===== src/rtl/dds_sweep_ctrl.sv =====
// rtl/dds_sweep_ctrl.sv - DDS phase-increment sweep sequencer with dwell, loop and abort
module dds_sweep_ctrl #(
    parameter int INC_W   = 16,
    parameter int DWELL_W = 16
) (
    input  logic               clk,
    input  logic               rst,
    input  logic               start,
    input  logic               abort,
    input  logic [INC_W-1:0]   cfg_start_inc,
    input  logic [INC_W-1:0]   cfg_stop_inc,
    input  logic [INC_W-1:0]   cfg_step,
    input  logic [DWELL_W-1:0] cfg_dwell,
    input  logic               cfg_loop,
    output logic               dds_we,
    output logic [INC_W-1:0]   dds_data,
    output logic               busy,
    output logic               done
);

    typedef enum logic {IDLE, RUN} state_t;

    state_t             state_q, state_d;
    logic [INC_W-1:0]   start_q, start_d, stop_q, stop_d, step_q, step_d;
    logic [INC_W-1:0]   data_q, data_d;
    logic [DWELL_W-1:0] dwell_q, dwell_d, cnt_q, cnt_d;
    logic               loop_q, loop_d, up_q, up_d;
    logic               we_q, we_d, busy_q, busy_d, done_q, done_d;

    logic [DWELL_W-1:0] dwell_in;
    logic [INC_W:0]     sum, diff;
    logic [INC_W-1:0]   next_inc;
    logic               at_end;

    always_comb begin
        dwell_in = (cfg_dwell == '0) ? '0 : cfg_dwell - {{(DWELL_W-1){1'b0}}, 1'b1};
        sum      = {1'b0, data_q} + {1'b0, step_q};
        diff     = {1'b0, data_q} - {1'b0, step_q};
        // Carry/borrow out of the top bit means the step wrapped; clamp like an overshoot.
        if (up_q)
            next_inc = (sum[INC_W] || sum[INC_W-1:0] > stop_q) ? stop_q : sum[INC_W-1:0];
        else
            next_inc = (diff[INC_W] || diff[INC_W-1:0] < stop_q) ? stop_q : diff[INC_W-1:0];
        // A zero step can never reach stop, so it ends after its single value.
        at_end = (data_q == stop_q) || (step_q == '0);
    end

    always_comb begin
        state_d = state_q;
        start_d = start_q;
        stop_d  = stop_q;
        step_d  = step_q;
        dwell_d = dwell_q;
        loop_d  = loop_q;
        up_d    = up_q;
        data_d  = data_q;
        cnt_d   = cnt_q;
        busy_d  = busy_q;
        we_d    = 1'b0;
        done_d  = 1'b0;
        case (state_q)
            IDLE: begin
                if (start && !abort) begin
                    start_d = cfg_start_inc;
                    stop_d  = cfg_stop_inc;
                    step_d  = cfg_step;
                    dwell_d = dwell_in;
                    loop_d  = cfg_loop;
                    up_d    = (cfg_stop_inc >= cfg_start_inc);
                    data_d  = cfg_start_inc;
                    cnt_d   = dwell_in;
                    we_d    = 1'b1;
                    busy_d  = 1'b1;
                    state_d = RUN;
                end
            end
            RUN: begin
                if (abort) begin
                    busy_d  = 1'b0;
                    state_d = IDLE;
                end else if (cnt_q != '0) begin
                    cnt_d = cnt_q - {{(DWELL_W-1){1'b0}}, 1'b1};
                end else if (!at_end) begin
                    data_d = next_inc;
                    we_d   = 1'b1;
                    cnt_d  = dwell_q;
                end else if (loop_q) begin
                    data_d = start_q;
                    we_d   = 1'b1;
                    cnt_d  = dwell_q;
                end else begin
                    busy_d  = 1'b0;
                    done_d  = 1'b1;
                    state_d = IDLE;
                end
            end
            default: state_d = IDLE;
        endcase
    end

    always_ff @(posedge clk or posedge rst) begin
        if (rst) begin
            state_q <= IDLE;
            start_q <= '0;
            stop_q  <= '0;
            step_q  <= '0;
            dwell_q <= '0;
            loop_q  <= 1'b0;
            up_q    <= 1'b0;
            data_q  <= '0;
            cnt_q   <= '0;
            we_q    <= 1'b0;
            busy_q  <= 1'b0;
            done_q  <= 1'b0;
        end else begin
            state_q <= state_d;
            start_q <= start_d;
            stop_q  <= stop_d;
            step_q  <= step_d;
            dwell_q <= dwell_d;
            loop_q  <= loop_d;
            up_q    <= up_d;
            data_q  <= data_d;
            cnt_q   <= cnt_d;
            we_q    <= we_d;
            busy_q  <= busy_d;
            done_q  <= done_d;
        end
    end

    assign dds_we   = we_q;
    assign dds_data = data_q;
    assign busy     = busy_q;
    assign done     = done_q;

endmodule


===== config.mk =====
export PLATFORM = sky130hd
export DESIGN_NAME = dds_sweep_ctrl
export DESIGN_NICKNAME = d
export VERILOG_FILES = /design/src/rtl/dds_sweep_ctrl.sv
export SDC_FILE = /design/constraint.sdc
export NUM_CORES = 1
export LEC_CHECK = 0
export ABC_AREA = 1
export CAP_MARGIN = 20
export CORE_UTILIZATION = 40
export DETAILED_ROUTE_END_ITERATION = 6
export SLEW_MARGIN = 40
export SYNTH_ARGS = -nofsm -noshare
export SYNTH_HDL_FRONTEND = slang
export SYNTH_SLANG_ARGS = --single-unit
export TNS_END_PERCENT = 20

===== constraint.sdc =====
create_clock -name clk -period 3.9 [get_ports clk]
set_input_delay 0.39 -clock clk [delete_from_list [all_inputs] [get_ports clk]]
set_output_delay 0.39 -clock clk [all_outputs]
set_load 0.01 [all_outputs]

# --- After elaboration in Yosys (flattened, before gate mapping) ---
# Index checks and enable logic that the tools add are counted.
# Widths: inputs -> output; s select.
totals:
  register_bits: 102
  in_bits: 69
  out_inout_bits: 19
  word_cells: 77
classes:
  addsub: 4
  magnitude_cmp: 3
  n_eq_ne: 9
  muxes: 36
  bitwise_logic: 1
  n_reduce_logical: 12
ops:
  columns: ["operator", "count"]
  rows:
  - ["$mux 16", 14]
  - ["$pmux 16 s2", 2]
  - ["$logic_not 16->1", 2]
  - ["$sub 16x1->16 const B", 2]
  - ["$add 16x16->17", 1]
  - ["$mux 1", 17]
  - ["$sub 16x16->17", 1]
  - ["$eq 16x16->1", 1]
  - ["$ge 16x16->1", 1]
  - ["$gt 16x16->1", 1]
  - ["$lt 16x16->1", 1]
  - ["$reduce_bool 16->1", 1]
  - ["$ne 3x3->1 const B", 3]
  - ["$reduce_and 4->1", 2]
  - ["$ne 2x2->1 const B", 3]
  - ["$pmux 1 s2", 3]
  - ["$ne 4x3->1 const B", 1]
  - ["$logic_or 1x1->1", 3]
  - ["$ne 3x2->1 const B", 1]
  - ["$reduce_and 3->1", 1]
  - ["$reduce_and 2->1", 1]
  - ["$logic_and 1x1->1", 1]
  - ["$logic_not 1->1", 1]
  - ["$not 1->1", 1]

# --- Longest topological paths before layout ---
# Gate-level depths: netlist of run 1.
logic_depth:
  word_depth: 9
  depth_mapped: 28
  ltp_nobuf: 26

# --- Worst setup path before layout of run 1 ---
# OpenSTA, ideal clock, no wires.
synth_path:
  kind: "register -> register"
  startpoint: "register data_q[0], in the netlist dds_data[0]"
  endpoint: "register data_q[5], in the netlist dds_data[5]"
  setup_ns: 0.120
  arrival_time_ns: 3.115
  required_time_ns: 3.780
  path_slack_ns: 0.666
  stages_incl_launch_ff: 23
  n_path_buf: 1
  synth_period_minus_slack_ns: 3.234
  cell_sequence: "dfrtp_1 inv_1 ha_1 inv_1 fa_1 nand3_1 nand3_1 nand2_1 nand2_1 xor2_1 inv_1 ha_1 nand2_1 o21a_1 nand2_1 nand2_1 nand2_1 clkbuf_1 nand3_1 nand3_1 nand3_1 nand2_1 a21oi_2"
synth_via:
  elab_chain_cells: 9
  elab_cells_between_ends: 17
  classes_between: "add/sub (2); order compare (2); eq/ne (2); mux (7); reduce/logical (4)"
synth_lines:
  columns: ["element", "line_no", "rtl"]
  rows:
  - ["start, declared", "25", "logic [INC_W-1:0] data_q, data_d;"]
  - ["start signal, assigned", "123", "data_q <= data_d;"]
  - ["$sub 16x16->17 / $add 16x16->17 (equally long branches)", "38, 37", null]
  - ["$lt 16x16->1 / $gt 16x16->1 (equally long branches)", "43, 41", null]
  - ["$logic_or 1x1->1 (on tied branches)", "43, 41", null]
  - ["$mux 16 (on tied branches)", "43, 41", null]
  - ["$mux 16", "40", "if (up_q)"]
  - ["$mux 16", "83", "end else if (!at_end) begin"]
  - ["$mux 16", "81", "end else if (cnt_q != '0) begin"]
  - ["$mux 16", "78", "if (abort) begin"]
  - ["$pmux 16 s2", "61", "case (state_q)"]
# Parallel ways exist; a longest one is shown, timed or not. The select of a mux whose other input is x is not followed.
# A chain may end at the register's enable or synchronous reset.

# --- Worst setup path after layout of run 1 ---
layout_path:
  startpoint: "register step_q[5]"
  endpoint: "register data_q[6], in the netlist dds_data[6]"
layout_via:
  elab_chain_cells: 9
  elab_cells_between_ends: 17
  classes_between: "add/sub (2); order compare (2); eq/ne (1); mux (7); reduce/logical (5)"
layout_lines:
  columns: ["element", "line_no", "rtl"]
  rows:
  - ["start, declared", "24", "logic [INC_W-1:0] start_q, start_d, stop_q, stop_d, step_q, step_d;"]
  - ["start signal, assigned", "119", "step_q <= step_d;"]
  - ["$sub 16x16->17 / $add 16x16->17 (equally long branches)", "38, 37", null]
  - ["$lt 16x16->1 / $gt 16x16->1 (equally long branches)", "43, 41", null]
  - ["$logic_or 1x1->1 (on tied branches)", "43, 41", null]
  - ["$mux 16 (on tied branches)", "43, 41", null]
  - ["$mux 16", "40", null]
  - ["$mux 16", "83", null]
  - ["$mux 16", "81", null]
  - ["$mux 16", "78", null]
  - ["$pmux 16 s2", "61", null]
# Parallel ways exist; a longest one is shown, timed or not. The select of a mux whose other input is x is not followed.

==> results of run 1 <==
-- power by group through the flow --
| stage | registers, mW | clock network, mW | logic [mW] |
|---|---|---|---|
| floorplan | 1.51 | 0 | 3.36 |
| global placement | 1.54 | 0 | 4.66 |
| detailed placement | 1.54 | 0 | 4.70 |
| CTS | 1.52 | 0.962 | 4.73 |
| global route | 1.56 | 0.999 | 5.45 |
| finish | 1.53 | 0.943 | 4.84 |
-- worst paths after layout --
path	startpoint	to	slack (ps)	cells after the start
worst max register to register	step_q[5]	dds_data[6]	270	22
min in group clk	dwell_q[1]	dwell_q[1]	480	2
worst min-delay path	rst	start_q[4]	420	2
max in group asynchronous	rst	dds_data[12]	2690	3
worst max-delay path	step_q[5]	dds_data[6]	270	22
worst min register to register	dwell_q[1]	dwell_q[1]	480	2
-- critical path: cells and delay by family (launching register included) --
| kind | cells | cell delay (ps) |
|---|---|---|
| fa+ha+maj | 2 | 780 |
| buf+inv | 5 | 480 |
| xor+xnor | 1 | 320 |
| simple gates | 12 | 1220 |
| compound gates | 2 | 240 |
| flops | 1 | 460 |
-- timing repair --
action,CTS,global route
endpoints found under the setup margin,0,16
gates resized for setup,0,8
hold buffers,0,0
hold endpoints to repair,0,0
-- state kept, by name, indices dropped and copies added, names as in the netlist --
register,flops
cnt_q,16
dds_data,16
dwell_q,16
start_q,16
step_q,16
stop_q,16
busy,1
dds_we,1
done,1
loop_q,1
state_q,1
up_q,1
-- Yosys cell counts, drive strengths merged --
cell,count
nand2,404
inv,223
nand3,133
nor2,132
o21ai,110
dfrtp,102
ha,82
a21oi,78
clkbuf,27
buf,23
nand4,18
xor2,17
xnor2,13
nor3,10
nor4,8
or2,7
a31oi,5
o22ai,5
o31ai,5
nand3b,4
o211ai,4
o21bai,4
and2,3
clkinv,3
fa,2
o21a,2
o311ai,2
a21boi,1
a21o,1
a2bb2oi,1
-- layer usage --
| layer | GRT usage | part of all wire | wire length (um) |
|---|---|---|---|
| met3 | 0.03129 | 0.043 | 1255 |
| met5 | 0 | 0 | 0 |
| met2 | 0.4281 | 0.48 | 13860 |
| met1 | 0.3375 | 0.47 | 13560 |
| met4 | 0.06048 | 0.015 | 422 |
-- per-stage QoR --
| stage | cell area [um2] | instances | utilization |
|---|---|---|---|
| after floorplan | 9236 | 1429 | - |
| after global routing | 10730 | 1790 | 0.4740 |
| final | 10730 | 1790 | 0.4740 |
| after detailed placement | 10410 | 1774 | 0.4597 |
| after CTS | 10700 | 1790 | 0.4726 |
| after global placement | 10410 | 1774 | 0.4597 |
-- cell families (layout without fill, tap and decap cells) --
logic type / Yosys count / in the layout / synth area share
and+or+nand+nor: 719 / 719 / 0.3289
buffers and inverters: 276 / 352 / 0.1187
AOI/OAI and AO/OA: 218 / 218 / 0.1322
xor gates and xnor gates: 30 / 30 / 0.02845
adders and majority gates: 84 / 84 / 0.1154
DFF: 102 / 102 / 0.2763
-- final cells by class --
| class | count | area [um2] |
|---|---|---|
| inverters | 226 | 850.8 |
| multi-input cells | 1051 | 5617 |
| clock inverters | 6 | 62.56 |
| fillers | 2375 | 11910 |
| well taps | 285 | 356.6 |
| clock buffers | 10 | 229.0 |
| repair buffers | 110 | 1064 |
| flip-flops and latches | 102 | 2552 |
==> metrics.log, run 1 <==
[metrics] combinational group share of total power: 0.662
[metrics] Worst Path Required: slightly above 4000 ps
[metrics] NetSw: 3.839 mW
[metrics] PD cells: around 680 nW/um2
[metrics] Distinct cells, synth: between 40 and 50
[metrics] first-pass iteration count of the detailed router: 5
[metrics] Arr. time, crit path: a little under 4000 ps
[metrics] post-synthesis register bit count: 102
[metrics] standard-cell rows: 55
[metrics] total power: around 7.3 mW
[metrics] Die Y-Extent: around 150 um
[metrics] warnings from Yosys: 0
[metrics] post-DR vias/cell: between 5 and 6
[metrics] drt first-iter violations: 615
[metrics] clock-pin slew of the registers on the worst-case setup and hold paths: 90 ps
[metrics] Least-Margin Pin Slew: roughly 660 ps
[metrics] share of total power in the clock network: 0.129
[metrics] Inserted Clock Buffers: 9
[metrics] ANT cells: 0
[metrics] most frequent cell on the critical path: sky130_fd_sc_hd__nand2_1
[metrics] leakage: around 5.5 nW
[metrics] final setup skew: 15.98 ps
[metrics] Die Outline Area: 23700 um2
[metrics] Sw Ratio: 0.5251
[metrics] startpoint kind of the worst setup timing path: register
[metrics] post-route minimum period: ~3600 ps
[metrics] syn_area_per_cell: between 6 and 7 um2
[metrics] run status: completed
[metrics] count of endpoints failing hold in the final timing report: 0
[metrics] antenna violations before repair: 0
[metrics] CTS tree: yes
[metrics] antenna violation net count after detailed routing: 0
[metrics] share of the synthesized area in the top cell type: 0.2763
[metrics] Clk Tree Root Cell: sky130_fd_sc_hd__clkbuf_16
[metrics] layout cells sized above 1: 0.05449
[metrics] Post-Syn Instances: about 1400
[metrics] level count of the clock H-tree: 3
[metrics] final routed wirelength across all metal layers: 29090 um
[metrics] Post-CTS Setup Repair Bufs: 0
[metrics] fmax: 0.2752 GHz
[metrics] count of clock tree sinks: 102
[metrics] cells along the critical path: inv_1, ha_1, nand2_1, inv_1, nand2_1, nand2_1, inv_1, nand2_1, xor2_1, inv_1, ha_1, nand2_1, o21a_1, nand2_1, nand2_1, nand2_4, buf_4, nand3_1, nand3_1, nand3_1, nand2_1, a21oi_2
[metrics] All-Layer GR Usage: 0.2515
[metrics] Hold/Removal Path Class: input pin to asynchronous set/reset pin
[metrics] total overflow reported by the global router: 0
[metrics] Setup WS post-layout: around 270 ps
[metrics] number of slew-limit violations in the final report: 0
[metrics] global placement routability congestion: 0.9230
[metrics] port buffer count: 87
[metrics] Internal Dissipation: between 3 and 4 mW
[metrics] post-synthesis instance area: approximately 9200 um2
[metrics] leading cell type in the layout, fill and taps excluded: sky130_fd_sc_hd__nand2_1
[metrics] I/O pin total: between 80 and 90
[metrics] standard cell core area: about 23000 um2
[metrics] Final Hold Slack: between 400 and 500 ps
[metrics] Synth-to-Final Area Change: 16.19%
[metrics] sequential cell area fraction in the yosys report: 0.2763
[metrics] max-cap check violation count: 0
[metrics] worst stage delay on the critical path: about 480 ps
[metrics] Clock Latency Late Sink: between 300 and 400 ps
[metrics] Setup TNS: 0 ps
[metrics] CP max-delay cell: sky130_fd_sc_hd__ha_1
[metrics] post-layout net count: approximately 1700
[metrics] horizontal die dimension: roughly 150 um
[metrics] vias in the first global route: roughly 9000
[metrics] highest-count cells in the layout ignoring fill and taps: sky130_fd_sc_hd__nand2_1, sky130_fd_sc_hd__inv_1, sky130_fd_sc_hd__nand3_1
[metrics] setup repair after global routing missed its margin: yes
[metrics] maximum fanout along the worst path: 9
[metrics] post-placement worst setup slack: 136.7 ps
[metrics] DRC Markers: 0
[metrics] total number of vias: between 9000 and 10000
[metrics] deepest clock path buffer count: 2
[metrics] cells taking the most area after synthesis: sky130_fd_sc_hd__dfrtp_1, sky130_fd_sc_hd__nand2_1, sky130_fd_sc_hd__ha_1, sky130_fd_sc_hd__inv_1, sky130_fd_sc_hd__nand3_1
[metrics] pin count of the biggest net entering global routing: 100
[metrics] initial core utilization: 0.4080
[metrics] endpoints failing setup: 0
[metrics] part of the power in registers: 0.209
[metrics] DR WL/cell: between 15 and 20 um
[metrics] critical path class: register to register
[metrics] global-route wire length before repair: around 47000 um
[metrics] maximum vdd ir drop: about 0.31 mV
[metrics] half-perimeter wire length of the detailed placement result: around 23000 um
[metrics] worst relative slew slack: 0.5609
[metrics] biggest area consumer among synthesized cells: sky130_fd_sc_hd__dfrtp_1
[metrics] Critical Path End Type: register
[metrics] final worst-path cycle share: 0.9318
[metrics] post-synth net total: ~1600
No activity file was read; power rests on OpenSTA's default activity.
==> run 2, diff against run 1 <==
--- a/config.mk
+++ b/config.mk
@@ -7,8 +7,13 @@
 export LEC_CHECK = 0
 export ABC_AREA = 1
 export CAP_MARGIN = 20
-export CORE_UTILIZATION = 40
+export CELL_PAD_IN_SITES_DETAIL_PLACEMENT = 2
+export CELL_PAD_IN_SITES_GLOBAL_PLACEMENT = 2
+export CORE_UTILIZATION = 32
+export CTS_CLUSTER_DIAMETER = 60
 export DETAILED_ROUTE_END_ITERATION = 6
+export PLACE_DENSITY_LB_ADDON = 0.1
+export SETUP_SLACK_MARGIN = 0.4
 export SLEW_MARGIN = 40
 export SYNTH_ARGS = -nofsm -noshare
 export SYNTH_HDL_FRONTEND = slang
==> run 2 against run 1 <==
  * Critical path depth unchanged
  * Sequential share of layout area down 2.0 points
  * Clock skew up 3.2 ps
  * Final cell count up 7.4%
  * Sequential power about the same
  * First-iteration DRC count down 12%
  * Critical endpoint is now dds_data[12]
  * Highest routed layer unchanged
==> metrics.log, run 2 (same netlist as run 1, synthesis figures left out) <==
[metrics] run status: completed
[metrics] Least-Margin Pin Slew: around 730 ps
[metrics] hold-fix buffers at CTS: 0
[metrics] deepest clock path buffer count: 2
[metrics] layout cells sized above 1: 0.1477
[metrics] first-pass iteration count of the detailed router: 5
[metrics] count of clock tree sinks: 102
[metrics] cells along the critical path: ha_4, buf_4, nand2_1, nor2_2, nand3_1, nand3_1, nand2_1, nand2_1, inv_1, ha_1, nand2_1, inv_1, nand3_1, nor2_1, nand2_2, nand2_4, buf_6, nand3_1, nand3_1, nand3_1, nand2_1, a21oi_2
[metrics] Top Family by Delay on Critical Path: simple AND/OR/NAND/NOR gates
[metrics] Critical Path End Type: register
[metrics] worst stage delay on the critical path: between 400 and 500 ps
[metrics] cell count after placement: approximately 1900
[metrics] standard-cell rows: 61
[metrics] post-route minimum period: 3462 ps
[metrics] total overflow reported by the global router: 0
[metrics] vias in the first global route: about 10000
[metrics] ANT cells: 0
[metrics] final core occ: 0.4186
[metrics] antenna violation net count after detailed routing: 0
[metrics] final routed wirelength across all metal layers: 40440 um
[metrics] Arr. time, crit path: 3720 ps
[metrics] number of inserted filler cells in the final layout: approximately 3400
[metrics] leakage: 5.793 nW
[metrics] maximum vdd ir drop: roughly 0.3 mV
[metrics] post-DR vias/cell: between 5 and 6
[metrics] total number of vias: ~10000
[metrics] leading cell type in the layout, fill and taps excluded: sky130_fd_sc_hd__nand2_1
[metrics] drt first-iter violations: between 500 and 600
[metrics] endpoints failing setup: 0
[metrics] Hold/Removal Path Class: input pin to asynchronous set/reset pin
[metrics] NetSw: between 4 and 5 mW
[metrics] Clock Latency Late Sink: between 300 and 400 ps
[metrics] pin count of the biggest net entering global routing: 100
[metrics] Sw Ratio: 0.5266
[metrics] clock-pin slew of the registers on the worst-case setup and hold paths: ~90 ps
[metrics] horizontal die dimension: approximately 170 um
[metrics] half-perimeter wire length of the detailed placement result: around 30000 um
[metrics] level count of the clock H-tree: 3
[metrics] DR WL/cell: roughly 21 um
[metrics] Internal Dissipation: ~4.2 mW
[metrics] CP max-delay cell: sky130_fd_sc_hd__dfrtp_2
[metrics] highest-count cells in the layout ignoring fill and taps: sky130_fd_sc_hd__nand2_1, sky130_fd_sc_hd__inv_1, sky130_fd_sc_hd__nand3_1
[metrics] final setup skew: between 15 and 20 ps
[metrics] antenna violations before repair: 0
[metrics] maximum fanout along the worst path: 7
[metrics] I/O pin total: 88
[metrics] Clk Tree Root Cell: sky130_fd_sc_hd__clkbuf_16
[metrics] standard cell core area: around 28000 um2
[metrics] global-route wire length before repair: about 60000 um
[metrics] initial core utilization: 0.3288
[metrics] Inserted Clock Buffers: 9
[metrics] PD cells: 761.8 nW/um2
[metrics] number of slew-limit violations in the final report: 0
[metrics] All-Layer GR Usage: 0.2699
[metrics] global placement routability congestion: just under 0.9
[metrics] max-cap check violation count: 0
[metrics] Worst Path Required: ~4200 ps
[metrics] Setup TNS: 0 ps
[metrics] Die Outline Area: ~30000 um2
[metrics] Die Y-Extent: between 150 and 200 um
[metrics] part of the power in registers: 0.174
[metrics] Final Hold Slack: roughly 430 ps
[metrics] most frequent cell on the critical path: sky130_fd_sc_hd__nand3_1
[metrics] fmax: ~0.29 GHz
[metrics] port buffer count: slightly below 90
[metrics] final worst-path cycle share: 0.8877
[metrics] critical path class: register to register
[metrics] worst path bufs/invs: 4
[metrics] setup repair after global routing missed its margin: yes
[metrics] final std cells w/o fill: 1922
[metrics] share of total power in the clock network: 0.121
[metrics] startpoint kind of the worst setup timing path: register
[metrics] Synth-to-Final Area Change: 27.28%
[metrics] CTS tree: yes
[metrics] count of endpoints failing hold in the final timing report: 0
[metrics] worst relative slew slack: 0.5063
[metrics] post-layout net count: ~1700
[metrics] combinational group share of total power: 0.705
[metrics] DRC Markers: 0
==> run 2: cell count changes in the layout (fill, tap and decap cells not counted), moves of 7 or more <==
cell	change
sky130_fd_sc_hd__ha_4	+15
sky130_fd_sc_hd__nand2_2	+27
sky130_fd_sc_hd__inv_2	+8
sky130_fd_sc_hd__buf_4	+33
sky130_fd_sc_hd__dfrtp_2	+11
sky130_fd_sc_hd__nor2_2	+11
sky130_fd_sc_hd__nor2_1	-14
sky130_fd_sc_hd__nand3_1	-7
sky130_fd_sc_hd__nand2_1	-34
sky130_fd_sc_hd__dfrtp_1	-11
sky130_fd_sc_hd__ha_1	-17
sky130_fd_sc_hd__inv_1	-8
==> run 2: power by group through the flow <==
stage | Combinational (mW) | Clock, mW | Sequential (mW)
floorplan | 3.36 | 0 | 1.51
global placement | 4.99 | 0 | 1.53
detailed placement | 5.19 | 0 | 1.54
CTS | 5.37 | 1.11 | 1.53
global route | 6.91 | 1.13 | 1.58
finish | 6.32 | 1.08 | 1.56
==> run 2: final timing paths <==
path / startpoint / to / slack, ps / depth (start not counted)
max: dds_data[8] / dds_data[12] / 440 / 22
min: rst / stop_q[11] / 430 / 2
max reg2reg: dds_data[8] / dds_data[12] / 440 / 22
min reg2reg: dwell_q[0] / dwell_q[0] / 490 / 2
max in group asynchronous: rst / step_q[14] / 2650 / 3
min in group clk: dwell_q[0] / dwell_q[0] / 490 / 2
==> run 2: cell type report <==
cell class                      instances  area (um2)  area share
Clock buffer                           10       229.0     0.01948
Tap cell                              378       473.0     0.04023
Clock inverter                          6       100.1    0.008514
Inverter                              226       850.8     0.07237
Timing Repair Buffer                  149        1396      0.1188
Multi-Input combinational cell       1051        6141      0.5223
Sequential cell                       102        2566      0.2183
==> run 2: stage by stage <==
| step | worst slack (ps) | cell area [um2] | power [mW] |
|---|---|---|---|
| 2_1_floorplan | 665.6 | 9236 | 4.865 |
| 3_3_place_gp | 262.6 | 10640 | 6.523 |
| 5_1_grt | 316.8 | 11760 | 9.628 |
| 6_report | 438.0 | 11760 | 8.956 |
| 4_1_cts | 416.1 | 11080 | 8.018 |
| 3_5_place_dp | 185.6 | 10640 | 6.731 |
==> run 2: what timing repair did <==
action | 4_1_cts | 5_1_grt
pin swaps | 1 | 29
setup endpoints to repair | 16 | 16
cloned | 0 | 1
resized for setup | 29 | 121
setup buffers | 0 | 23
==> run 2: layer usage <==
| metal | up-vias | track usage | part of all wire |
|---|---|---|---|
| li1 | 4760 | - | - |
| met3 | 31 | 0.02197 | 0.033 |
| met1 | 5128 | 0.4135 | 0.51 |
| met4 | 0 | 0.05618 | 0.017 |
| met2 | 168 | 0.4073 | 0.44 |
| met5 | - | 0 | 0 |
